**src/rtl/rst_sequencer.sv**
```systemverilog
// Power-on reset sequencer: debounces PLL lock, then releases memory and video resets in order.
// Define RST_SEQ_TIMEOUT_EN to retry memory init on timeout and expose init_timeout_count.
module rst_sequencer #(
  parameter int SYNC_STAGES        = 2,
  parameter int LOCK_STABLE_CYCLES = 1024,
  parameter int VIDEO_HOLD_CYCLES  = 64,
  parameter int TIMEOUT_CYCLES     = 65536
) (
  input  logic       clk_100Mhz,
  input  logic       reset_n,
  input  logic       pll_locked,
  input  logic       mem_init_done,
  output logic       mem_reset,
  output logic       video_reset,
  output logic       sys_ready,
  output logic [7:0] lock_loss_count,
  output logic [2:0] seq_state
`ifdef RST_SEQ_TIMEOUT_EN
  ,
  output logic [7:0] init_timeout_count
`endif
);

  localparam logic [2:0] WAIT_LOCK   = 3'd0;
  localparam logic [2:0] LOCK_STABLE = 3'd1;
  localparam logic [2:0] MEM_INIT    = 3'd2;
  localparam logic [2:0] VIDEO_HOLD  = 3'd3;
  localparam logic [2:0] RUN         = 3'd4;

  localparam int CNT_MAX_LV = (LOCK_STABLE_CYCLES > VIDEO_HOLD_CYCLES) ? LOCK_STABLE_CYCLES : VIDEO_HOLD_CYCLES;
  localparam int CNT_MAX    = (CNT_MAX_LV > TIMEOUT_CYCLES) ? CNT_MAX_LV : TIMEOUT_CYCLES;
  localparam int CNT_W      = (CNT_MAX > 1) ? $clog2(CNT_MAX) : 1;

  localparam logic [CNT_W-1:0] LOCK_LAST  = CNT_W'(LOCK_STABLE_CYCLES - 1);
  localparam logic [CNT_W-1:0] VIDEO_LAST = CNT_W'(VIDEO_HOLD_CYCLES - 1);
`ifdef RST_SEQ_TIMEOUT_EN
  localparam logic [CNT_W-1:0] TIMEOUT_LAST = CNT_W'(TIMEOUT_CYCLES - 1);
`endif

  // Lock synchroniser; stage 0 samples the asynchronous pll_locked.
  logic [SYNC_STAGES-1:0] sync_reg;
  logic [SYNC_STAGES-1:0] sync_next;
  logic                   locked_s;

  assign sync_next[0] = pll_locked;
  for (genvar gi = 1; gi < SYNC_STAGES; gi++) begin : g_sync
    assign sync_next[gi] = sync_reg[gi-1];
  end

  always_ff @(posedge clk_100Mhz) begin
    if (!reset_n) sync_reg <= '0;
    else          sync_reg <= sync_next;
  end

  assign locked_s = sync_reg[SYNC_STAGES-1];

  logic [2:0]       state_reg, state_next;
  logic [CNT_W-1:0] cnt_reg, cnt_next;
  logic             lock_lost;
  logic             mem_reset_reg, video_reset_reg, sys_ready_reg;
  logic [7:0]       lock_loss_reg;
`ifdef RST_SEQ_TIMEOUT_EN
  logic             timeout_hit;
  logic [7:0]       timeout_count_reg;
`endif

  always_comb begin
    state_next = state_reg;
    cnt_next   = cnt_reg;
    lock_lost  = 1'b0;
`ifdef RST_SEQ_TIMEOUT_EN
    timeout_hit = 1'b0;
`endif
    // Lock loss outranks every other transition.
    if (state_reg != WAIT_LOCK && !locked_s) begin
      state_next = WAIT_LOCK;
      cnt_next   = '0;
      lock_lost  = 1'b1;
    end else begin
      case (state_reg)
        WAIT_LOCK: begin
          if (locked_s) begin
            state_next = LOCK_STABLE;
            cnt_next   = '0;
          end
        end
        LOCK_STABLE: begin
          if (cnt_reg == LOCK_LAST) begin
            state_next = MEM_INIT;
            cnt_next   = '0;
          end else begin
            cnt_next = cnt_reg + CNT_W'(1);
          end
        end
        MEM_INIT: begin
          if (mem_init_done) begin
            state_next = VIDEO_HOLD;
            cnt_next   = '0;
          end
`ifdef RST_SEQ_TIMEOUT_EN
          else if (cnt_reg == TIMEOUT_LAST) begin
            state_next  = LOCK_STABLE;
            cnt_next    = '0;
            timeout_hit = 1'b1;
          end else begin
            cnt_next = cnt_reg + CNT_W'(1);
          end
`endif
        end
        VIDEO_HOLD: begin
          if (cnt_reg == VIDEO_LAST) begin
            state_next = RUN;
            cnt_next   = '0;
          end else begin
            cnt_next = cnt_reg + CNT_W'(1);
          end
        end
        RUN: begin
          state_next = RUN;
        end
        default: begin
          state_next = WAIT_LOCK;
          cnt_next   = '0;
        end
      endcase
    end
  end

  // Outputs are decoded from state_next so they move on the same edge as seq_state.
  always_ff @(posedge clk_100Mhz) begin
    if (!reset_n) begin
      state_reg       <= WAIT_LOCK;
      cnt_reg         <= '0;
      mem_reset_reg   <= 1'b1;
      video_reset_reg <= 1'b1;
      sys_ready_reg   <= 1'b0;
      lock_loss_reg   <= 8'd0;
    end else begin
      state_reg       <= state_next;
      cnt_reg         <= cnt_next;
      mem_reset_reg   <= (state_next == WAIT_LOCK) || (state_next == LOCK_STABLE);
      video_reset_reg <= (state_next != RUN);
      sys_ready_reg   <= (state_next == RUN);
      if (lock_lost && lock_loss_reg != 8'hFF)
        lock_loss_reg <= lock_loss_reg + 8'd1;
    end
  end

`ifdef RST_SEQ_TIMEOUT_EN
  always_ff @(posedge clk_100Mhz) begin
    if (!reset_n)
      timeout_count_reg <= 8'd0;
    else if (timeout_hit && timeout_count_reg != 8'hFF)
      timeout_count_reg <= timeout_count_reg + 8'd1;
  end

  assign init_timeout_count = timeout_count_reg;
`endif

  assign mem_reset       = mem_reset_reg;
  assign video_reset     = video_reset_reg;
  assign sys_ready       = sys_ready_reg;
  assign lock_loss_count = lock_loss_reg;
  assign seq_state       = state_reg;

endmodule

```
**config.mk**
```make
export PLATFORM = sky130hd
export DESIGN_NAME = rst_sequencer
export DESIGN_NICKNAME = d
export VERILOG_FILES = /design/src/rtl/rst_sequencer.sv
export SDC_FILE = /design/constraint.sdc
export NUM_CORES = 1
export LEC_CHECK = 0
export BUFFER_PORTS_ARGS = -buffer_cell sky130_fd_sc_hd__buf_2
export CORE_ASPECT_RATIO = 1.2
export CORE_UTILIZATION = 45
export CTS_CLUSTER_SIZE = 30
export DETAILED_ROUTE_END_ITERATION = 12
export PLACE_DENSITY = 0.64
export SLEW_MARGIN = 25
export SYNTH_ARGS = -nofsm -noshare
export SYNTH_HDL_FRONTEND = slang
export SYNTH_SLANG_ARGS = --single-unit
```
**constraint.sdc**
```tcl
create_clock -name clk_100Mhz -period 4.7 [get_ports clk_100Mhz]
set_input_delay 0.94 -clock clk_100Mhz [delete_from_list [all_inputs] [get_ports clk_100Mhz]]
set_output_delay 0.94 -clock clk_100Mhz [all_outputs]
set_load 0.005 [all_outputs]
```
# After elaboration in Yosys (flattened, before gate mapping)
# Index checks and enable logic that the tools add are counted.
[classes]
add_sub_neg = 2
n_eq_ne = 12
mux = 12
bitwise = 2
reduce_logical = 9
[ops]
columns = ["operator", "count"]
rows = [
  ["one-hot mux 16 bit (5 select lines)", 1],
  ["2-to-1 mux 16 bit", 4],
  ["adder 16 x 1 -> 16 bit, second input constant", 1],
  ["== test 16 x 10 -> 1 bit, second input constant", 1],
  ["== test 16 x 6 -> 1 bit, second input constant", 1],
  ["2-to-1 mux 3 bit", 5],
  ["one-hot mux 3 bit (5 select lines)", 1],
  ["adder 8 x 1 -> 8 bit, second input constant", 1],
  ["inequality test 8 bit, second input constant", 1],
  ["== test 3 x 1 -> 1 bit, second input constant", 2],
  ["== test 3 x 2 -> 1 bit, second input constant", 2],
  ["== test 3 bit, second input constant", 2],
  ["zero test 3 bit", 2],
  ["inequality test 2 bit, second input constant", 2],
  ["inequality test 3 bit, second input constant", 1],
  ["AND reduction 3 bit", 1],
  ["nonzero test 3 bit", 1],
  ["logical AND 1 bit", 2],
  ["inverter 1 bit", 2],
  ["OR reduction 2 bit", 1],
  ["zero test 1 bit", 1],
  ["logical OR 1 bit", 1],
  ["2-to-1 mux 1 bit", 1],
]
[totals]
ff_bits = 32
inputBits = 4
out_inout_bits = 14
word_cells = 44

# Depth between registers and ports, before layout
# Gate-level depths: netlist of run 1.
[depth]
depth_word = 6
ltp_mapped = 7
ltp_nobuf = 6

# Least setup slack after synthesis of run 1
# Ideal clock, no wire load.
[synth_path]
path_kind = "in2reg"
start = "input port mem_init_done"
end = "register cnt_reg[13]"
setup_time_ps = 118
arrival_time_ps = 1653
t_required_ps = 4582
slack_ps = 2929
cell_stages = 6
n_path_buf = 1
cell_sequence = "nor2_1 a22oi_1 buf_2 nand3_1 xnor2_1 nor2b_1"
[synth_between]
elab_chain_len = 2
[synth_rtl]
columns = ["element", "line", "source"]
rows = [
  ["start, declared", "12", "input logic mem_init_done,"],
  ["inequality test 2 bit (no source line)", "n/a", ""],
  ["AND reduction 3 bit (no source line)", "n/a", ""],
  ["end signal, assigned", "140", "cnt_reg <= cnt_next;"],
  ["end, declared", "58", "logic [CNT_W-1:0] cnt_reg, cnt_next;"],
]
# No other way between the ends.
# A chain may end at the register's enable or synchronous reset.

# Worst setup path after layout of run 1
[layout_path]
start = "register state_reg[1] (netlist: seq_state[1])"
end = "register cnt_reg[13]"
[layout_between]
elab_chain_len = 3
word_cells_on_any_way = 13
cone_classes = "eq/ne: 6; mux: 1; bitwise: 1; reduce/logical: 5"
[layout_rtl]
columns = ["element", "line", "source"]
rows = [
  ["start, declared", "57", "logic [2:0] state_reg, state_next;"],
  ["start signal, assigned", "139", "state_reg <= state_next;"],
  ["== test 3 x 2 -> 1 bit (tied with other cells)", "80", "case (state_reg)"],
  ["inequality test 2 bit (no source line) (tied with other cells)", "n/a", ""],
  ["AND reduction 3 bit (no source line) or OR reduction 2 bit (tied branches)", "n/a", ""],
]
# Parallel ways exist; a longest one is shown, timed or not.

==> results of run 1 <==
-- power by group through the flow --
stage	Sequential, mW	Combinational, mW	Clock (mW)
2_1_floorplan	0.282	0.0181	0
3_5_place_dp	0.283	0.0249	0
4_1_cts	0.277	0.0249	0.231
3_3_place_gp	0.283	0.0242	0
6_report	0.277	0.0247	0.225
5_1_grt	0.277	0.0279	0.244
-- final timing paths --
kind | from | end | slack [ns]
worst max register to register | seq_state[1]$_SDFF_PN0_ | cnt_reg[13]$_SDFFE_PP0P_ | 2.49
worst min register to register | sync_reg[0]$_SDFF_PN0_ | sync_reg[1]$_SDFF_PN0_ | 0.43
worst max-delay path | seq_state[1]$_SDFF_PN0_ | cnt_reg[13]$_SDFFE_PP0P_ | 2.49
worst min-delay path | sync_reg[0]$_SDFF_PN0_ | sync_reg[1]$_SDFF_PN0_ | 0.43
-- layer usage --
layer,global-route usage,vias to the layer above,part of all wire
met5,0,-,0
met4,0.1098,0,0.019
met3,0.05243,6,0.044
met2,0.3358,29,0.50
met1,0.2098,626,0.43
li1,-,674,-
-- worst max-delay path, delay by kind of cell (launching register included) --
kind / cells / cell delay (ns)
AOI/OAI and AO/OA: 1 / 0.71
DFF: 1 / 0.56
and+or+nand+nor: 4 / 0.82
-- cell families after synthesis --
kind of cell    share of synthesized area
compound gates                     0.1226
xor+xnor                          0.08918
fa+ha+maj                         0.01592
buf+inv                           0.01831
flops                              0.4076
mux                               0.02707
simple gates                       0.3193
-- Yosys cell counts, types with 2 or more instances --
cell type / instances
a21oi_1: 3
and2_1: 10
and3_1: 4
and4_1: 3
buf_2: 2
clkbuf_1: 2
dfxtp_1: 32
ha_1: 2
inv_1: 3
mux2i_1: 2
nand2_1: 13
nand2b_1: 2
nand3_1: 14
nand4_1: 10
nor2_1: 20
nor2b_1: 5
nor3_1: 4
o21ai_0: 2
o21ai_1: 6
o311ai_1: 2
xnor2_1: 8
xor2_1: 8
-- through the flow --
stage	util	cells	hold WS (ns)	total power [mW]	instance area [µm²]
global placement	0.5049	228	0.4204	0.3073	1685
detailed placement	0.5049	228	0.4229	0.3080	1685
global route	0.5337	235	0.4571	0.5494	1782
finish	0.5337	235	0.4339	0.5269	1782
CTS	0.5337	235	0.4371	0.5335	1782
floorplan	-	178	0.4119	0.3006	1572
-- placed cells by master (no fill, tap or decap), types with 2 or more instances in the layout --
master    instances
a21oi_1           3
and2_1           10
and3_1            4
and4_1            3
buf_2            17
clkbuf_8          7
dfxtp_1          32
ha_1              2
inv_1             3
mux2i_1           2
nand2_1          13
nand2b_1          2
nand3_1          14
nand4_1          10
nor2_1           20
nor2b_1           5
nor3_1            4
o21ai_0           2
o21ai_1           6
o311ai_1          2
xnor2_1           8
xor2_1            8
-- area by class of cell --
type	instances	area (µm²)	share of cell area
well taps	37	46.29	0.02598
flip-flops and latches	32	640.6	0.3596
clock buffers	7	96.34	0.05407
repair buffers	17	85.08	0.04775
inverters	3	11.26	0.006320
multi-input cells	139	902.1	0.5063
==> impl_results.md, run 1 <==
- Worst hold-check path type: flip-flop to flip-flop
- FILL cells: 333
- Root Buffer: clkbuf_8
- Drt total wl: 3198 µm
- Worst path slowest cell: a22oi_1
- Syn_area_per_cell: 8.829 µm²
- Ys async rst share: 0
- Clk_skew: 0.003025 ns
- Drt first pass iters: 4
- Yosys top cell by area: dfxtp_1
- Dpl hpwl: around 2400 µm
- Core ar.: 3338 µm²
- Starting DRT DRC Count: 75
- Worst-path clk slew: around 0.06 ns
- CP endpoint kind: flip-flop
- First-pass GRT wire length: about 5500 µm
- Synth Cell Area: about 1600 µm²
- Die X: approximately 56 µm
- Min Tclk post-route: 2.212 ns
- Top cells by area, synth: dfxtp_1 (41%), nor2_1 (4.8%), nand3_1 (4.5%), xnor2_1 (4.5%), xor2_1 (4.5%)
- # rows: 23
- Sum Neg Setup Slack: 0 ns
- Pwr/cell area: 295.7 nW/µm²
- Post-CTS Setup Bufs: 0
- Worst-skew pair later-pin latency: ~0.28 ns
- Fin crit share: 0.4707
- Total internal power: 0.4120 mW
- CTS tree: built
- Post-synth top flop: dfxtp_1
- Worst VDD drop: 0.0002391 V
- Comb pwr share: 0.047
- Max Cap Viol: 0
- Global Route Usage Sum: 0.1918
- CTS Sinks: 32
- Slew HR: 0.4432
- Vias in the first global route: roughly 1300
- Startpoint Class: flip-flop
- Die Ht: 66.74 µm
- Die area: roughly 3700 µm²
- Clk pwr share: 0.427
- Initial antenna violation count: 0
- PostCTS Resize Cnt: 0
- Max reg flops: 16
- Max Clk Rate: roughly 0.45 GHz
- Worst Max-Slew Pin Slew: ~0.84 ns
- CP Max Fanout: 11
- Final Max Slew Viols: 0
- CP Class: flip-flop to flip-flop
- Reg power frac: 0.526
- DR vias/cell: ~5.7
- CTS max path bufs: 2
- Hold Crit Depth: 1
- Clock buffer count from CTS: 5
- Worst reg-to-reg path cell count: 5
- Synth cell types: 43
- Data required, critical path: 4.87 ns
- Status: completed
- CP arrival: 2.38 ns
- Final GP Congestion: 0.8556
- Slowest cell delay on critical path: 0.71 ns
- I/O pin count: 18
- Final setup margin: between 2 and 2.5 ns
- EDFF count, synth: 0
- Synth Instances: 178
- Share of layout cells above drive strength 1: 0.1566
- # diodes: 0
- Crit-path most repeated cell: nor2_1
- Final Net Count: 204
- # setup viols final: 0
- Synth top area share: 0.4076
- Avg WL per Cell: 13.61 µm
- Switching power: about 0.11 mW
- Port Buf Inserts: 17
- Post-route ant nets: 0
- Leakage: 0.6796 nW
- Cells along the critical path: nor2_1 > a22oi_1 > nor2_1 > nor2_4 > nor2b_1
- Initial core utilization: 0.4708
- Area growth, synth to finish: 13.38%
- Largest net degree at the start of global routing: 17
- Remaining DRCs: 0
- Final hold violations: 0
- Switching share of power: 0.2181
- H-tree depth: 2
- Total congestion overflow: 0
- YS warnings: 0
- Flops & latches, synth: 32
- Setup WS pre-CTS: roughly 2.2 ns
- Via count: 1335
- Syn Nets: 184
- RSZ-0062 raised after global routing: no
- Hold-fix buffers at CTS: 0
- Sequential area share after synthesis: 0.4076
Note: power is estimated with default switching activity, not from simulation.
==> run 2, diff against run 1 <==
--- a/config.mk
+++ b/config.mk
@@ -5,6 +5,7 @@
 export SDC_FILE = /design/constraint.sdc
 export NUM_CORES = 1
 export LEC_CHECK = 0
+export ABC_AREA = 1
 export BUFFER_PORTS_ARGS = -buffer_cell sky130_fd_sc_hd__buf_2
 export CORE_ASPECT_RATIO = 1.2
 export CORE_UTILIZATION = 45
==> constraint.sdc (replaced) <==
create_clock -name clk_100Mhz -period 2.2 [get_ports clk_100Mhz]
set_input_delay 0.44 -clock clk_100Mhz [delete_from_list [all_inputs] [get_ports clk_100Mhz]]
set_output_delay 0.44 -clock clk_100Mhz [all_outputs]
set_load 0.005 [all_outputs]
==> run 2 against run 1 <==
Design area grew 12%. Worst hold slack lost 0.10 ns. Total power grew 110%. Combinational power grew 110%. Register-to-register slack lost 1.9 ns. Sequential power grew 110%. Flip-flop and latch count is the same. Largest power group unchanged. Highest routed layer unchanged. Global-route usage grew 2.0 points. Critical endpoint is now lock_loss_count[5]$_SDFFE_PN0P_. Critical path depth grew 2.
==> impl_results.md, run 2 <==
- Worst Max-Slew Pin Slew: 0.4640 ns
- CP endpoint kind: flip-flop
- Yosys top cell by area: dfxtp_1
- Core ar.: 3694 µm²
- Worst-path clk slew: roughly 0.070 ns
- Ys async rst share: 0
- Sequential area share after synthesis: 0.3603
- Synth Instances: between 200 and 300
- Post-route ant nets: 0
- I/O pin count: 18
- Clk_skew: between 0.007 and 0.008 ns
- Fin crit share: 0.7482
- Hold-fix buffers at CTS: 0
- # setup viols final: 0
- Die X: 59.38 µm
- Max reg flops: 16
- Die Ht: 70.86 µm
- Max Clk Rate: 0.6075 GHz
- Data required, critical path: 2.37 ns
- Post-CTS Setup Bufs: 0
- Status: completed
- Startpoint Class: flip-flop
- Synth top area share: 0.3603
- Final GP Congestion: 0.8434
- Initial core utilization: 0.4814
- CTS tree: built
- CP Class: flip-flop to flip-flop
- Largest net degree at the start of global routing: 15
- First-pass GRT wire length: 6672 µm
- Remaining DRCs: 0
- Die area: 4207 µm²
- Total congestion overflow: 0
- CTS Sinks: 32
- Post-synth top flop: dfxtp_1
- Vias in the first global route: 1603
- Root Buffer: clkbuf_8
- Synth cell types: 26
- H-tree depth: 2
- RSZ-0062 raised after global routing: no
- DR vias/cell: 4.803
- Pwr/cell area: about 550 nW/µm²
- Drt total wl: 3827 µm
- CP arrival: approximately 1.8 ns
- YS warnings: 0
- Setup WS pre-CTS: 0.5392 ns
- Via count: 1657
- Sum Neg Setup Slack: 0 ns
- Commonest non-fill, non-tap cells in the layout: nand2_1 (70), nor2_1 (37), inv_1 (37), dfxtp_1 (32), nand3_1 (26)
- Total Power: ~1.1 mW
- EDFF count, synth: 0
- Synth Cell Area: 1778 µm²
- Starting DRT DRC Count: 67
- Slew HR: 0.6890
- Area growth, synth to finish: 12.39%
- Worst VDD drop: 0.0003364 V
- Worst-skew pair later-pin latency: 0.29 ns
- Avg WL per Cell: around 11 µm
- Dpl hpwl: 2949 µm
- Share of layout cells above drive strength 1: 0.1502
- Port Buf Inserts: 17
- Final Net Count: roughly 300
- Clock buffer count from CTS: 5
- Worst hold-check path type: primary input to flip-flop
- Most common cell in the synthesized netlist: nand2_1
- CP Max Fanout: 12
- Min Tclk post-route: 1.646 ns
- Global Route Usage Sum: 0.2119
- Leakage: 0.9062 nW
- Drt first pass iters: 4
- # rows: 24
- CTS max path bufs: 2
- Final setup margin: 0.5540 ns
- Most common cell after layout, fill and taps aside: nand2_1
- Syn_area_per_cell: 6.585 µm²
- Initial antenna violation count: 0
- Final Max Slew Viols: 0
- # diodes: 0
- Synth top cells by count: nand2_1 (70), inv_1 (37), nor2_1 (37)
- Final hold violations: 0
- Core Util, Final: 0.5410
- Max Cap Viol: 0
- Hold Slack: 0.3331 ns
- Syn Nets: 276
- Flops & latches, synth: 32
- Top cells by area, synth: dfxtp_1 (36%), nand2_1 (15%), inv_1 (7.8%), nor2_1 (7.8%), nand3_1 (7.3%)
- PostCTS Resize Cnt: 0
## run 2: cell types whose count changed in the layout (fill, tap and decap cells not counted), sizes merged, moves of 6 or more
| cell | previous run | this run |
|---|---|---|
| nand2 | 13 | 75 |
| and2 | 10 | 0 |
| inv | 3 | 42 |
| nor2 | 21 | 42 |
| xor2 | 8 | 2 |
| a21oi | 3 | 11 |
| nand3 | 14 | 28 |
## run 2: through the flow
stage,cell area (µm²),std cells
floorplan,1778,270
global placement,1909,337
detailed placement,1909,337
CTS,1998,345
global route,1998,345
finish,1998,345
## run 2: worst max-delay path, cell delays in order (launching register included)
cell and delay, ns:
dfxtp_1 0.36, ha_1 0.26, nand2_1 0.08, nor2_1 0.07
a21oi_2 0.41, inv_1 0.20, nand2_1 0.10, a21oi_1 0.07
## run 2: worst paths after layout
kind / start / to / slack [ns] / cells after the start
max: lock_loss_count[0]$_SDFFE_PN0P_ / lock_loss_count[5]$_SDFFE_PN0P_ / 0.55 / 7
min reg2reg: sync_reg[0]$_SDFF_PN0_ / sync_reg[1]$_SDFF_PN0_ / 0.42 / 2
max reg2reg: lock_loss_count[0]$_SDFFE_PN0P_ / lock_loss_count[5]$_SDFFE_PN0P_ / 0.55 / 7
min: pll_locked / sync_reg[0]$_SDFF_PN0_ / 0.33 / 3
## run 2: layer usage
layer  part of all wire  vias to the layer above  GRT usage
met5                  0                        -          0
met4              0.030                        0     0.1243
met3              0.036                       11    0.04205
met2               0.49                       28     0.3596
met1               0.45                      719     0.2395
li1                   -                      899          -
## run 2: where the power goes
part | leakage (nW) | total (mW) | switching, mW | internal, mW
registers | 0.258 | 0.588 | 0.00424 | 0.584
logic | 0.606 | 0.0520 | 0.0363 | 0.0157
clock network | 0.0414 | 0.451 | 0.226 | 0.225
## run 2: layout make-up
class	count	area, µm²
fillers	398	1695
inverters	42	157.7
repair buffers	17	85.08
flip-flops and latches	32	640.6
multi-input cells	194	960.9
clock inverters	2	16.27
well taps	52	65.06
clock buffers	6	72.57
## run 2: kinds of logic after synthesis
| logic type | synth area share |
|---|---|
| AND/OR/NAND/NOR | 0.4053 |
| flip-flops | 0.3603 |
| AO/OA/AOI/OAI | 0.08163 |
| XOR/XNOR | 0.03941 |
| buffers and inverters | 0.09923 |
| adder cells (fa/ha/maj) | 0.01407 |
